$ cat src/rtl/sparse_pos_encoder.sv
// Packs the nonzero coefficients of a dense ternary polynomial into
// {position, sign} entries, CORE_NUM per word, for the sparse multiplier's position memory.
//
// state  | meaning
// IDLE   | waiting for start
// ACCEPT | consuming coefficients, writing each filled word
// FLUSH  | final partial word (if any) is on the write port
// FIN    | done pulse, weight_err final
module sparse_pos_encoder #(
  parameter int POLY_LEN      = 512,
  parameter int CORE_NUM      = 4,
  parameter int SPARSE_NUM    = 256,
  parameter int POS_WIDTH     = $clog2(POLY_LEN),
  parameter int POS_MEM_DEPTH = (SPARSE_NUM + CORE_NUM - 1) / CORE_NUM,
  parameter int POS_MEM_WIDTH = (POS_WIDTH + 1) * CORE_NUM,
  parameter int ADDR_WIDTH    = (POS_MEM_DEPTH > 1) ? $clog2(POS_MEM_DEPTH) : 1
) (
  input  logic                     clk,
  input  logic                     rst,
  input  logic                     start,
  input  logic                     coeff_valid,
  output logic                     coeff_ready,
  input  logic [1:0]               coeff_in,
  output logic                     mem_pos_wren,
  output logic [ADDR_WIDTH-1:0]    mem_pos_wr_addr,
  output logic [POS_MEM_WIDTH-1:0] mem_pos_din,
  output logic                     busy,
  output logic                     done,
  output logic                     weight_err
);

  localparam int LANE_W = POS_WIDTH + 1;
  localparam int LIDX_W = $clog2(CORE_NUM + 1);
  localparam int CNT_W  = $clog2(POLY_LEN + 1);

  typedef enum logic [1:0] {IDLE, ACCEPT, FLUSH, FIN} state_t;

  state_t                   state_q, state_d;
  logic [POS_WIDTH-1:0]     idx_q, idx_d;
  logic [CNT_W-1:0]         nz_cnt_q, nz_cnt_d;
  logic [LIDX_W-1:0]        lane_idx_q, lane_idx_d;
  logic [ADDR_WIDTH-1:0]    word_addr_q, word_addr_d;
  logic [POS_MEM_WIDTH-1:0] lanes_q, lanes_d;
  logic                     weight_err_q, weight_err_d;
  logic                     wren_q, wren_d;
  logic [ADDR_WIDTH-1:0]    wr_addr_q, wr_addr_d;
  logic [POS_MEM_WIDTH-1:0] din_q, din_d;

  logic [POS_MEM_WIDTH-1:0] lanes_n;
  logic [LIDX_W-1:0]        lane_idx_n;
  logic [LANE_W-1:0]        entry;
  logic                     last;

  always_comb begin
    state_d      = state_q;
    idx_d        = idx_q;
    nz_cnt_d     = nz_cnt_q;
    lane_idx_d   = lane_idx_q;
    word_addr_d  = word_addr_q;
    lanes_d      = lanes_q;
    weight_err_d = weight_err_q;
    wren_d       = 1'b0;
    wr_addr_d    = '0;
    din_d        = '0;
    lanes_n      = lanes_q;
    lane_idx_n   = lane_idx_q;
    entry        = {idx_q, (coeff_in == 2'b01)};
    last         = (idx_q == POS_WIDTH'(POLY_LEN - 1));

    case (state_q)
      IDLE: begin
        if (start) begin
          state_d      = ACCEPT;
          idx_d        = '0;
          nz_cnt_d     = '0;
          lane_idx_d   = '0;
          word_addr_d  = '0;
          lanes_d      = '0;
          weight_err_d = 1'b0;
        end
      end
      ACCEPT: begin
        if (coeff_valid) begin
          idx_d = idx_q + POS_WIDTH'(1);
          if (coeff_in == 2'b10) begin
            weight_err_d = 1'b1;
          end else if (coeff_in[0]) begin
            nz_cnt_d = nz_cnt_q + CNT_W'(1);
            // Entries past SPARSE_NUM are counted but never stored.
            if (nz_cnt_q >= CNT_W'(SPARSE_NUM)) begin
              weight_err_d = 1'b1;
            end else begin
              for (int k = 0; k < CORE_NUM; k++) begin
                if (lane_idx_q == LIDX_W'(k)) lanes_n[k*LANE_W +: LANE_W] = entry;
              end
              lane_idx_n = lane_idx_q + LIDX_W'(1);
            end
          end
          // The final partial word is launched here so it lands in FLUSH.
          if ((lane_idx_n == LIDX_W'(CORE_NUM)) || (last && (lane_idx_n != '0))) begin
            wren_d      = 1'b1;
            din_d       = lanes_n;
            wr_addr_d   = word_addr_q;
            word_addr_d = word_addr_q + ADDR_WIDTH'(1);
            lanes_n     = '0;
            lane_idx_n  = '0;
          end
          lanes_d    = lanes_n;
          lane_idx_d = lane_idx_n;
          if (last) state_d = FLUSH;
        end
      end
      FLUSH: begin
        weight_err_d = weight_err_q | (nz_cnt_q != CNT_W'(SPARSE_NUM));
        state_d      = FIN;
      end
      FIN: begin
        state_d = IDLE;
      end
      default: begin
        state_d = IDLE;
      end
    endcase
  end

  always_ff @(posedge clk or negedge rst) begin
    if (!rst) begin
      state_q      <= IDLE;
      idx_q        <= '0;
      nz_cnt_q     <= '0;
      lane_idx_q   <= '0;
      word_addr_q  <= '0;
      lanes_q      <= '0;
      weight_err_q <= 1'b0;
      wren_q       <= 1'b0;
      wr_addr_q    <= '0;
      din_q        <= '0;
    end else begin
      state_q      <= state_d;
      idx_q        <= idx_d;
      nz_cnt_q     <= nz_cnt_d;
      lane_idx_q   <= lane_idx_d;
      word_addr_q  <= word_addr_d;
      lanes_q      <= lanes_d;
      weight_err_q <= weight_err_d;
      wren_q       <= wren_d;
      wr_addr_q    <= wr_addr_d;
      din_q        <= din_d;
    end
  end

  assign coeff_ready     = (state_q == ACCEPT);
  assign busy            = (state_q == ACCEPT) || (state_q == FLUSH);
  assign done            = (state_q == FIN);
  assign weight_err      = weight_err_q;
  assign mem_pos_wren    = wren_q;
  assign mem_pos_wr_addr = wr_addr_q;
  assign mem_pos_din     = din_q;

endmodule

$ cat config.mk
export PLATFORM = sky130hd
export DESIGN_NAME = sparse_pos_encoder
export DESIGN_NICKNAME = d
export VERILOG_FILES = /design/src/rtl/sparse_pos_encoder.sv
export SDC_FILE = /design/constraint.sdc
export NUM_CORES = 1
export LEC_CHECK = 0
export ABC_AREA = 0
export CAP_MARGIN = 20
export CORE_MARGIN = 1
export CORE_UTILIZATION = 56
export DETAILED_ROUTE_END_ITERATION = 16
export HOLD_SLACK_MARGIN = 0.15
export PLACE_DENSITY = 0.79
export RECOVER_POWER = 100
export SLEW_MARGIN = 20
export SYNTH_ARGS = -nofsm -noshare
export SYNTH_HDL_FRONTEND = slang
export SYNTH_SLANG_ARGS = --single-unit
$ cat constraint.sdc
create_clock -name clk -period 2.85 [get_ports clk]
set_input_delay 0.57 -clock clk [delete_from_list [all_inputs] [get_ports clk]]
set_output_delay 0.57 -clock clk [all_outputs]
set_load 0.02 [all_outputs]
==> impl_results.md <==
* Share of the yosys chip area belonging to registers at 56.4%
* Number of buffers added on ports at 56
* Area of the mapped netlist at 5240 um^2
* Final setup violation count at 0
* Switching share of total power at 35.6%
* Synth Flop Type: sky130_fd_sc_hd__dfrtp_1
* Portion of total power attributed to sequential cells at 34.0%
* Final instance area at 6630 um^2
* Sinks on the clock net at 118
* Row Count at 34
* GRT overflow at 0
* DP Area at 6090 um^2
* GRT Resource Usage Total at 29.7%
* Fin. max-slew vios at 0
* Number of remaining DRC errors at 0
* Clock buffers created by TritonCTS at 17
* Maximum number of pins on one net before global-route repair at 50
* MaxCap Viol Count at 0
* Die Span Y at 98.7 um
* Reported net switching power at 1.92 mW
* Setup repair after global routing missed its margin: false
* Run status: finished clean
* Number of storage elements in the synthesis netlist at 118
* CTS tree: done
* Crit start category: flop
* Final weighted congestion of routability-driven global placement at 0.905
* # H-tree levels at 4
* Post-layout minimum cycle time at 2.67 ns
* Final Routed Wirelength at 13,100 um
* Cell count after synthesis at 497
* Fraction of final layout cells with drive strength greater than 1 at 13.7%
* Growth of design area from synthesis to finish at 26.6%
* Wire length of the first global-routing pass at 22,000 um
* Crit path setup slack, layout at 0.180 ns
* Mean post-synth cell area at 10.5 um^2
* Detailed Routing Iterations Pass 1 at 7
* Category of the worst setup path capture point: flop
* Power, Total at 5.41 mW
* Die X-Extent at 98.7 um
* Avg Vias per Cell at 6.10
* Critical-path maximum fanout at 20
* Number of nets at the end of the flow at 599
* Number of antenna repair diodes at 0
* Boundary Pins at 57
* Arrival time of the worst setup path at 3.09 ns
* Initial Utilization at 58.9%
* Placement Setup Slack at -0.0901 ns
* Fillers at 588
* Share of power burned in combinational logic at 27.6%
* Post-route clock period utilization at 93.7%
* Maximum achievable frequency at 374 MHz
* Required time at the endpoint of the critical path at 3.27 ns
* Pleak at 3.14 nW
* Syn_nets at 518
* Average detailed-routed wire length per instance at 18.7 um
* Final core occ at 74.6%
* Final hold violation count at 0
* Number of global-route vias before repair at 4,362
* Async set or reset register ratio after synthesis at 100%
* Core Region at 8890 um^2
* Clock latency on the worst-skew pair at 0.52 ns
* Number of nets with antenna violations after routing at 0
* Final worst hold slack at 0.500 ns
* Vias at 4,266
* Clock share of power at 38.4%
* Clock tree root buffer cell: sky130_fd_sc_hd__clkbuf_8
* Yosys warnings at 0
* Power density of the placed cells at 816 nW/um^2
* Clock slew seen by the registers of the worst setup and hold paths at 0.06 ns
* Clock skew at 0.00805 ns
* Worst voltage drop across the vdd grid at 0.000465 V
* Maximum root-to-sink buffer count at 2
* Worst slew margin relative to its limit at 21.6%
* Cell-internal power at 3.49 mW
* Starting DRT DRC Count at 397
* Post-synth EDFFs at 0
* Slew of the pin with the lowest slew margin at 1.18 ns
* Critical setup path kind: reg2reg
* Netlist cell types at 56
* HPWL Detailed at 8050 um
* Antenna violations before repair at 0
* Die Footprint at 9740 um^2
* Hold crit path type: reg2reg
[cell usage after synthesis, drive strengths merged, types with 10 or more instances]
library cell  instances  area, um^2
dfrtp               118        2950
nand2                95         357
a22o                 47         412
a21oi                41         209
nor2                 26         100
clkbuf               17        65.1
o21ai                17         108
ha                   15         188
inv                  15        56.3
nand3                11        55.1
nor4                 11        68.8
buf                  10        55.1
[critical path: stages, from the launching register on]
cell                       delay (ns)
sky130_fd_sc_hd__dfrtp_1         0.49
sky130_fd_sc_hd__ha_1            0.30
sky130_fd_sc_hd__ha_1            0.30
sky130_fd_sc_hd__nand3b_1        0.12
sky130_fd_sc_hd__mux2i_2         0.11
sky130_fd_sc_hd__buf_4           0.15
sky130_fd_sc_hd__a21oi_1         0.30
sky130_fd_sc_hd__nand3_1         0.24
sky130_fd_sc_hd__buf_2           0.33
sky130_fd_sc_hd__a211oi_1        0.23
[sequential cells by signal, summed over array words and instances, names as in the netlist]
name             cells
idx_q                9
mem_pos_wr_addr      6
nz_cnt_q            10
word_addr_q          6
mem_pos_wren         1
state_q              2
lane_idx_q           3
lanes_q             40
weight_err           1
mem_pos_din         40
[power by group through the flow]
stage               Sequential [mW]  Combinational [mW]  Clock, mW
floorplan                      1.85               0.978          0
global placement               1.85                1.44          0
detailed placement             1.86                1.48          0
CTS                            1.84                1.52       2.09
global route                   1.85                1.62       2.17
finish                         1.84                1.49       2.08
[final cells by class]
| type | instances | area (um^2) | share of cell area (%) |
|---|---|---|---|
| Timing Repair Buffer | 89 | 803 | 12.1 |
| Clock buffer | 18 | 428 | 6.46 |
| Clock inverter | 14 | 151 | 2.28 |
| Inverter | 16 | 60.1 | 0.906 |
| Multi-Input combinational cell | 336 | 2100 | 31.7 |
| Sequential cell | 118 | 2950 | 44.5 |
| Tap cell | 108 | 135 | 2.04 |
[path summary, 6_finish.rpt]
check / startpoint / to / slack [ns] / cells past startpoint
worst max register to register: lane_idx_q[0] / mem_pos_din[30] / 0.18 / 9
min in group asynchronous: rst / mem_pos_wr_addr[2] / 0.83 / 2
worst max-delay path: lane_idx_q[0] / mem_pos_din[30] / 0.18 / 9
worst min register to register: lanes_q[35] / lanes_q[35] / 0.50 / 1
max in group asynchronous: rst / lanes_q[31] / 0.65 / 3
worst min-delay path: lanes_q[35] / lanes_q[35] / 0.50 / 1
[routing by layer]
layer | wire, um | track usage [%]
met1 | 5360 | 37.5
met2 | 6610 | 49.6
met3 | 796 | 6.31
met4 | 306 | 13.2
met5 | 0 | 0
[repair_timing]
| item | 4_1_cts | 5_1_grt |
|---|---|---|
| setup buffers | 0 | 0 |
| hold endpoints to repair | 47 | 0 |
| setup endpoints to repair | 0 | 10 |
| gates resized for setup | 0 | 1 |
| hold buffers | 1 | 0 |
[cells in the final DEF (no fill, tap or decap), types with 3 or more instances in the layout]
cell / n
sky130_fd_sc_hd__a211oi_1: 3
sky130_fd_sc_hd__a21o_1: 4
sky130_fd_sc_hd__a21oi_1: 41
sky130_fd_sc_hd__a22o_1: 47
sky130_fd_sc_hd__and2_0: 3
sky130_fd_sc_hd__and2_1: 6
sky130_fd_sc_hd__buf_4: 25
sky130_fd_sc_hd__clkbuf_16: 16
sky130_fd_sc_hd__clkbuf_2: 3
sky130_fd_sc_hd__clkdlybuf4s50_1: 4
sky130_fd_sc_hd__clkinv_2: 4
sky130_fd_sc_hd__clkinv_4: 4
sky130_fd_sc_hd__dfrtp_1: 118
sky130_fd_sc_hd__dlygate4sd3_1: 52
sky130_fd_sc_hd__ha_1: 15
sky130_fd_sc_hd__inv_1: 15
sky130_fd_sc_hd__mux2i_1: 3
sky130_fd_sc_hd__nand2_1: 95
sky130_fd_sc_hd__nand3_1: 11
sky130_fd_sc_hd__nor2_1: 25
sky130_fd_sc_hd__nor2b_1: 3
sky130_fd_sc_hd__nor3_1: 4
sky130_fd_sc_hd__nor3_4: 3
sky130_fd_sc_hd__nor4_1: 11
sky130_fd_sc_hd__o21ai_0: 12
sky130_fd_sc_hd__o21ai_2: 4
sky130_fd_sc_hd__or3_1: 3
sky130_fd_sc_hd__xnor2_1: 9
[metrics by stage]
step | instances | setup TNS [ns]
global route | 699 | 0
finish | 699 | 0
CTS | 699 | 0
detailed placement | 666 | -0.762
global placement | 666 | 0
floorplan | 497 | 0
[cells by family (layout without fill, tap and decap cells)]
logic type                 Yosys count  after routing  synth area share [%]
AOI/OAI and AO/OA                  124            124                  17.1
adders and majority gates           15             15                  3.58
and+or+nand+nor                    182            182                  16.8
buffers and inverters               43            137                  3.44
xor gates and xnor gates            10             10                  1.67
muxes                                5              5                  1.05
DFF                                118            118                  56.4
Note: power is estimated with default switching activity, not from simulation.
